==> src/rtl/regfile_pkg.sv <==
// ---------------------------------------------------------------------------
// regfile_pkg
// Shared constants for the register file write path: width of a register
// select, the hard-wired zero register, and the default data width.
// No ports (package).
// ---------------------------------------------------------------------------
package regfile_pkg;

   // A register select is always 5 bits wide, whatever REGSIZE is set to
   localparam int REG_SEL_W = 5;

   // Register 0 reads as zero, so writes to it are dropped
   localparam logic [REG_SEL_W-1:0] REG_ZERO = 5'd0;

   // Default data width, matching the register file word
   localparam int DEFAULT_BITSIZE = 32;

endpackage

==> src/rtl/rr_arbiter.sv <==
// ---------------------------------------------------------------------------
// rr_arbiter
// Purely combinational round-robin picker. It scans req starting at ptr,
// wraps modulo NREQ, and grants the first requester it finds.
// Ports:
//   req        in   NREQ   request vector
//   ptr        in   IDXW   index with the highest priority this cycle
//   grant      out  NREQ   one-hot grant (all zero when nothing requests)
//   grantIdx   out  IDXW   binary index of the granted requester
//   grantValid out  1      some requester was granted
// ---------------------------------------------------------------------------
module rr_arbiter #(
   parameter int NREQ = 3,
   parameter int IDXW = 2
) (
   input  logic [NREQ-1:0] req,
   input  logic [IDXW-1:0] ptr,
   output logic [NREQ-1:0] grant,
   output logic [IDXW-1:0] grantIdx,
   output logic            grantValid
);

   // Walk the requesters in priority order, starting at ptr. Once one is
   // granted the rest of the walk is ignored, which keeps the grant one-hot.
   always_comb begin
      logic [IDXW-1:0] idx;
      grant      = '0;
      grantIdx   = '0;
      grantValid = 1'b0;
      idx        = '0;
      for (int k = 0; k < NREQ; k++) begin
         idx = IDXW'((int'(ptr) + k) % NREQ);
         if (!grantValid && req[idx]) begin
            grant[idx] = 1'b1;
            grantIdx   = idx;
            grantValid = 1'b1;
         end
      end
   end

endmodule

==> src/rtl/regfile_write_arbiter.sv <==
// ---------------------------------------------------------------------------
// regfile_write_arbiter
// Shares the single register file write port between NREQ writeback
// sources. It uses round-robin arbitration with a valid/ready handshake, and
// keeps a per-register pending-write scoreboard so decode can stall on RAW
// hazards.
// Ports:
//   clk, reset                    clock, synchronous active-high reset
//   req_valid/req_sel/req_data    packed per-requester write requests
//   req_ready                     one-hot grant (combinational)
//   reserve_valid/reserve_sel     decode marks a destination as pending
//   rd_sel1/rd_sel2               decode source registers
//   hazard1/hazard2               source has a pending write (combinational)
//   rf_write_select/data/enable   registered register file write port
// ---------------------------------------------------------------------------
module regfile_write_arbiter
   import regfile_pkg::*;
#(
   parameter int BITSIZE = DEFAULT_BITSIZE,
   parameter int NREQ    = 3,
   parameter int REGSIZE = 32
) (
   input  logic                      clk,
   input  logic                      reset,
   input  logic [NREQ-1:0]           req_valid,
   input  logic [REG_SEL_W*NREQ-1:0] req_sel,
   input  logic [BITSIZE*NREQ-1:0]   req_data,
   output logic [NREQ-1:0]           req_ready,
   input  logic                      reserve_valid,
   input  logic [REG_SEL_W-1:0]      reserve_sel,
   input  logic [REG_SEL_W-1:0]      rd_sel1,
   input  logic [REG_SEL_W-1:0]      rd_sel2,
   output logic                      hazard1,
   output logic                      hazard2,
   output logic [REG_SEL_W-1:0]      rf_write_select,
   output logic [BITSIZE-1:0]        rf_write_data,
   output logic                      rf_write_enable
);

   localparam int IDXW = (NREQ > 1) ? $clog2(NREQ) : 1;

   logic [IDXW-1:0]      rrPtr;
   logic [IDXW-1:0]      rrPtrNext;
   logic [NREQ-1:0]      arbGrant;
   logic [IDXW-1:0]      arbGrantIdx;
   logic                 arbGrantValid;
   logic                 transfer;
   logic [REG_SEL_W-1:0] grantedSel;
   logic [BITSIZE-1:0]   grantedData;
   logic [REGSIZE-1:0]   busy;
   logic [REGSIZE-1:0]   busyNext;

   rr_arbiter #(
      .NREQ (NREQ),
      .IDXW (IDXW)
   ) uArbiter (
      .req        (req_valid),
      .ptr        (rrPtr),
      .grant      (arbGrant),
      .grantIdx   (arbGrantIdx),
      .grantValid (arbGrantValid)
   );

   // Reset suppresses every grant, so nothing is accepted in a cycle whose
   // edge would discard it anyway. Every grant then becomes a transfer,
   // because the arbiter only grants requesters whose valid is high.
   always_comb begin
      req_ready = reset ? '0 : arbGrant;
      transfer  = arbGrantValid && !reset;
   end

   // Select the winning requester's destination and data. The one-hot grant
   // drives the mux so there is no multiply on the index path.
   always_comb begin
      grantedSel  = '0;
      grantedData = '0;
      for (int i = 0; i < NREQ; i++) begin
         if (arbGrant[i]) begin
            grantedSel  = req_sel[i*REG_SEL_W +: REG_SEL_W];
            grantedData = req_data[i*BITSIZE +: BITSIZE];
         end
      end
   end

   // After a grant, priority moves to the requester just past the winner
   // and wraps at NREQ-1. This is what makes the arbitration fair.
   always_comb begin
      rrPtrNext = (arbGrantIdx == IDXW'(NREQ - 1)) ? '0 : arbGrantIdx + 1'b1;
   end

   // Scoreboard update. The clear for the write now leaving the output
   // register is applied first, so a reservation of the same register on the
   // same edge wins: that reservation is a newer producer still in flight.
   always_comb begin
      busyNext = busy;
      if (rf_write_enable) begin
         busyNext[rf_write_select] = 1'b0;
      end
      if (reserve_valid && (reserve_sel != REG_ZERO)) begin
         busyNext[reserve_sel] = 1'b1;
      end
   end

   // Output register, round-robin pointer and scoreboard state. A transfer
   // to register 0 is still accepted and advances the pointer, but it never
   // raises the write enable, so the scoreboard is not disturbed.
   always_ff @(posedge clk) begin
      if (reset) begin
         rf_write_enable <= 1'b0;
         rf_write_select <= REG_ZERO;
         rf_write_data   <= '0;
         rrPtr           <= '0;
         busy            <= '0;
      end else begin
         busy <= busyNext;
         if (transfer) begin
            rf_write_select <= grantedSel;
            rf_write_data   <= grantedData;
            rf_write_enable <= (grantedSel != REG_ZERO);
            rrPtr           <= rrPtrNext;
         end else begin
            rf_write_enable <= 1'b0;
         end
      end
   end

   // Hazard lookup. There is no bypass from the output register, so a source
   // stays hazardous until the register file itself holds the value.
   always_comb begin
      hazard1 = !reset && (rd_sel1 != REG_ZERO) && busy[rd_sel1];
      hazard2 = !reset && (rd_sel2 != REG_ZERO) && busy[rd_sel2];
   end

endmodule

==> config.mk <==
export PLATFORM = sky130hd
export DESIGN_NAME = regfile_write_arbiter
export DESIGN_NICKNAME = d
export VERILOG_FILES = /design/src/rtl/regfile_pkg.sv /design/src/rtl/rr_arbiter.sv /design/src/rtl/regfile_write_arbiter.sv
export SDC_FILE = /design/constraint.sdc
export NUM_CORES = 1
export LEC_CHECK = 0
export ABC_AREA = 0
export BUFFER_PORTS_ARGS = -buffer_cell sky130_fd_sc_hd__buf_4
export CAP_MARGIN = 5
export CORE_ASPECT_RATIO = 1.2
export CORE_MARGIN = 1.5
export CORE_UTILIZATION = 53
export CTS_CLUSTER_DIAMETER = 30
export DETAILED_ROUTE_END_ITERATION = 8
export PLACE_DENSITY_LB_ADDON = 0.05
export SLEW_MARGIN = 25
export SYNTH_ARGS = -nofsm -noshare
export SYNTH_HDL_FRONTEND = slang
export SYNTH_HIERARCHICAL = 1
export SYNTH_SLANG_ARGS = --single-unit
==> constraint.sdc <==
create_clock -name clk -period 7.65 [get_ports clk]
set_clock_uncertainty 0.05 [all_clocks]
set_input_delay 0.765 -clock clk [delete_from_list [all_inputs] [get_ports clk]]
set_output_delay 0.765 -clock clk [all_outputs]
set_load 0.005 [all_outputs]
### After elaboration in Yosys (flattened, before gate mapping)

Index checks and enable logic that the tools add are counted.
Widths: inputs -> output; s select.

* register bits after elaboration: 72
* bits of input ports: 132
* output and inout port bits: 43
* logic and storage cells: 90

* add/subtract/negate cells: 3
* divide/modulo/power cells: 3
* magnitude comparators: 12
* eq/ne operators: 1
* muxes and demuxes: 39
* bitwise operators: 6
* reduce and logical (&&, ||, !) cells: 21

Operator list (number)
* $mux 32: 5
* $mod 32x3->32 const B: 2
* $and 32x32->32: 1
* $mod 3x3->32 const B: 1
* $not 32->32: 1
* $or 32x32->32: 1
* $lt 5x6->1 const B: 4
* $reduce_bool 5->1: 4
* $mux 5: 3
* $logic_and 1x1->1: 13
* $mux 1: 13
* $mux 3: 4
* $bmux 1 s5: 2
* $demux 1 s5: 2
* $ge 5x1->1 const B: 2
* $lt 2x3->1 const B: 3
* $mux 2: 4
* $bmux 1 s2: 3
* $demux 1 s2: 3
* $ge 2x1->1 const B: 3
* $or 3x3->3: 2
* $add 2x1->3 const B: 1
* $add 2x2->3 const B: 1
* $logic_not 1->1: 3
* other kinds (4): 4

### Depth between registers and ports, before layout

* depth after elaboration: 14
* gate-level depth with buffers: 14

### Cells and area by module

The synthesis kept the hierarchy.

By module, submodules not included
* regfile_write_arbiter: times used 1, cells an instance 458, area each 4086.4 µm², sequential area each 1441.4 µm²
* rr_arbiter: times used 1, cells an instance 53, area each 347.8 µm², sequential area each 0.0 µm²

### Least setup slack after synthesis

OpenSTA, ideal clock, no wires.

* kind: in2out
* from: in req_valid[1]
* to: out req_ready[1]
* data arrival time: 1.874 ns
* data required time: 6.835 ns
* path slack: 4.961 ns
* cell stages on the path: 7
* path buffers: 2
* path through: mux2i_2 -> or2_4 -> a21oi_2 -> a21oi_1 -> buf_2 -> clkbuf_1 -> nor2b_1

* word-level cells in the longest chain between the ends: 10

RTL lines
* start, declared: line regfile_write_arbiter.sv:25 `input logic [NREQ-1:0] req_valid,`
* $bmux 1 s2: line rr_arbiter.sv:33 `if (!grantValid && req[idx]) begin`
* $mux 1 (implied by the code): line rr_arbiter.sv:33
* $mux 1: line rr_arbiter.sv:33
* $logic_not 1->1: line rr_arbiter.sv:33
* $logic_and 1x1->1: line rr_arbiter.sv:33
* $mux 1: line rr_arbiter.sv:33
* $logic_not 1->1: line rr_arbiter.sv:33
* $logic_and 1x1->1: line rr_arbiter.sv:33
* $mux 3 *: line rr_arbiter.sv:33
* named net arbGrant[1]: line regfile_write_arbiter.sv:44 `logic [NREQ-1:0] arbGrant;`
* $mux 3 *: line regfile_write_arbiter.sv:68 `req_ready = reset ? '0 : arbGrant;`
* end, declared: line regfile_write_arbiter.sv:28 `output logic [NREQ-1:0] req_ready,`

The timed path passes the listed nets; every way through them passes the cells marked *. The select of a mux whose other input is x is not followed.

### Final worst setup path

* from: reg rrPtr[0]
* to: out req_ready[1]

* word-level cells in the longest chain between the ends: 11

RTL lines
* start, declared: line regfile_write_arbiter.sv:42 `logic [IDXW-1:0] rrPtr;`
* start signal, assigned: line regfile_write_arbiter.sv:120 `rrPtr <= rrPtrNext;`
* $add 2x1->3 / $mod 3x3->32 (equally long branches): line rr_arbiter.sv:32 `idx = IDXW'((int'(ptr) + k) % NREQ);`
* $mod 32x3->32, or another cell as far along: line rr_arbiter.sv:32
* $lt 2x3->1 (implied by the code), or another cell as far along: line rr_arbiter.sv:34 `grant[idx] = 1'b1;`
* $logic_and 1x1->1 (implied by the code), or another cell as far along: line rr_arbiter.sv:34
* $mux 1 (implied by the code), or another cell as far along: line rr_arbiter.sv:34
* $demux 1 s2, or another cell as far along
* $or 3x3->3 (no line) / $mux 1 (equally long branches)
* $mux 3 / $logic_not 1->1 (equally long branches): line rr_arbiter.sv:33
* $or 3x3->3 (no line) / $logic_and 1x1->1 (equally long branches)
* $mux 3 *: line rr_arbiter.sv:33
* named net arbGrant[1]: line regfile_write_arbiter.sv:44
* $mux 3 *: line regfile_write_arbiter.sv:68

Marks and branches as above.

==> results.sh <==
export IMPL_status="completed"
export IMPL_max_slew_margin_rel=0.3122
export IMPL_crit_required_ns=6.84
export IMPL_drc=0
export IMPL_n_antenna_cell=0
export IMPL_yosysTopAreaCell="dfxtp_1"
export IMPL_finalNetCount=788
export IMPL_period_share=0.4657
export IMPL_cts_setup_buffers=0
export IMPL_final_cell_mix="178 x buf_4, 72 x a21oi_1, 72 x dfxtp_1"
export IMPL_io_pins=175
export IMPL_min_period_ns=3.563
export IMPL_dieWidth_um=86.50
export IMPL_drive_above_1_share=0.3120
export IMPL_cp_cell_sequence="inv_1 -> ha_1 -> inv_1 -> a21oi_1 -> o21ai_0 -> a21oi_4 -> buf_4 -> nor2b_1 -> buf_4"
export IMPL_p_leak_nw=2.474
export IMPL_endpoint_kind="output pin"
export IMPL_core_rowCount=36
export IMPL_critPathKind="reg -> out"
export IMPL_clk_latency_ns=0.36
export IMPL_tightest_slew_ns=1.029
export IMPL_grt_max_degree=78
export IMPL_wire_per_inst_um=18.81
export IMPL_antenna_left=0
export IMPL_rsz0062_at_grt="false"
export IMPL_globalRouteOverflowTotal=0
export IMPL_yosysWarningCount=6
export IMPL_path_clk_slew_ns=0.08
export IMPL_powerDensity_mw_per_mm2=292.2
export IMPL_rrSetupSlack_ns=4.34
export IMPL_avgSynthCellArea_um2=8.678
export IMPL_numPortBuffers=174
export IMPL_drtIter0Drc=235
export IMPL_h_tree_depth=3
export IMPL_syn_area_mm2=0.004434
export IMPL_synth_async_reset_ratio=0
export IMPL_fillers=644
export IMPL_cts_buffer_depth=2
export IMPL_drt_wl_total_mm=14.14
export IMPL_cp_slowest_cell="o21ai_0"
export IMPL_hp_class="reg -> reg"
export IMPL_numCtsBuffers=9
export IMPL_synth_area_leaders="dfxtp_1 33%, mux4_1 9.5%, a21oi_1 8.2%"
export IMPL_crit_buf_inv=4
export IMPL_cts_sinks=72
export IMPL_viasPerCell=6.101
export IMPL_ys_seq_area_frac=0.3251
export IMPL_grt_pass1_vias=4338
export IMPL_ys_ff_latch=72
export IMPL_antenna_found_initial=0
export IMPL_cp_max_fo=44
export IMPL_cts_tree="done"
export IMPL_dr_pass1_iters=5
export IMPL_seq_area_mm2=0.001441
export IMPL_cts_hold_buf=0
export IMPL_synth_flop_cell="dfxtp_1"
export IMPL_mostFrequentLayoutCell="buf_4"
export IMPL_synth_top_area_share=0.3251
export IMPL_grtUsageTotal=0.3139
export IMPL_ir_worst_vdd_mv=0.1631
export IMPL_finish_utilization=0.7231
export IMPL_synth_enable_flop_cells=0
export IMPL_placeableCoreArea_mm2=0.008108
export IMPL_synthesis_nets=647
export IMPL_syn_instance_count=511
export IMPL_hold_viol_final=0
export IMPL_grt_pass1_wl_mm=21.46
export IMPL_max_cap_violations=0
export IMPL_fmax_ghz=0.2807
export IMPL_vias=4588
export IMPL_cts_resized=0
export IMPL_crit_path_start_kind="flip-flop"
export IMPL_critical_path_top_delay_family="buffers and inverters"
export IMPL_clockRootBuffer="clkbuf_8"
export IMPL_hpwl_mm=10.58
export IMPL_fp_dieH_um=103.2
export IMPL_setup_viol=0
export IMPL_multi_input_area_mm2=0.002754
export IMPL_tns_ns=0
export IMPL_synth_cell_type_count=44
export IMPL_die_area_mm2=0.008927
export IMPL_area_growth_pct=32.22
export IMPL_cp_arrival_ns=2.75
export IMPL_crit_path_max_incr_delay_ns=0.50
export IMPL_gp_congestion=0.9502
export IMPL_start_util=0.5469
export IMPL_drv_slew=0
## logic make-up (layout without fill, tap and decap cells)
family	count (synthesis)	in the layout	share of synthesized area
flops	72	72	0.3251
compound gates	189	189	0.2808
simple gates	163	163	0.1941
buf+inv	53	199	0.06151
mux	30	30	0.1273
fa+ha+maj	4	4	0.01129
## per-layer routing
layer  vias to the layer above  global-route usage  part of all wire
met3                        35             0.09921             0.080
met1                      2153              0.3264              0.35
met2                       196              0.5673              0.53
met5                         -                   0                 0
li1                       2204                   -                 -
met4                         0              0.1638             0.038
## synthesized netlist by cell type, types with 3 or more instances
library cell / n
inv_1: 5
nand2b_1: 39
nand3b_1: 12
a31oi_1: 5
nor3b_1: 5
mux4_1: 16
ha_1: 4
a21oi_1: 73
o21ai_0: 33
nor3_1: 4
nand2_1: 53
nor2_1: 22
nand3_1: 7
a221o_1: 32
clkbuf_1: 32
buf_4: 3
buf_6: 5
nor2b_1: 8
dfxtp_1: 72
o211ai_1: 34
mux2i_1: 13
## registers in the layout, indices dropped and copies added (netlist names)
signal	count
busy	32
rf_write_data	32
rrPtr	2
rf_write_select	5
rf_write_enable	1
## area by class of cell
class | count | share of cell area
Multi-Input combinational cell | 386 | 0.4697
Sequential cell | 72 | 0.2458
Timing Repair Buffer | 178 | 0.2279
Clock buffer | 9 | 0.02113
Tap cell | 95 | 0.02027
Clock inverter | 7 | 0.01195
Inverter | 5 | 0.003201
## final timing paths
| check | from | to | cells after the start |
|---|---|---|---|
| worst min-delay path | rf_write_data[25] | rf_write_data[25] | 2 |
| worst max register to register | rrPtr[0] | rf_write_data[26] | 11 |
| worst min register to register | rf_write_data[25] | rf_write_data[25] | 2 |
| worst max-delay path | rrPtr[0] | req_ready[1] | 9 |
## through the flow
stage,power (mW),hold slack [ns],setup slack (ns),std cells,instance area [µm²]
2_1_floorplan,1.128,0.4071,4.961,511,4434
3_3_place_gp,1.391,0.4091,4.011,736,5664
3_5_place_dp,1.414,0.4131,4.395,736,5669
4_1_cts,1.717,0.4264,4.118,752,5863
5_1_grt,1.830,0.4421,3.928,752,5863
6_report,1.713,0.4268,4.087,752,5863
## worst register-to-register path: stages, from the launching register on
cell      delay, ns
dfxtp_1        0.40
inv_1          0.09
ha_1           0.40
inv_1          0.15
a21oi_1        0.08
o21ai_0        0.50
a21oi_4        0.10
buf_4          0.28
nor2b_4        0.66
a221o_1        0.28
o211ai_1       0.09
a21oi_1        0.16
## power by group
group          switching, mW  leakage (nW)  total (mW)  internal [mW]
combinational          0.466          1.79       0.909          0.443
clock                  0.153        0.0994       0.303          0.150
sequential            0.0562         0.589       0.501          0.445
(Power assumes the default switching activity.)
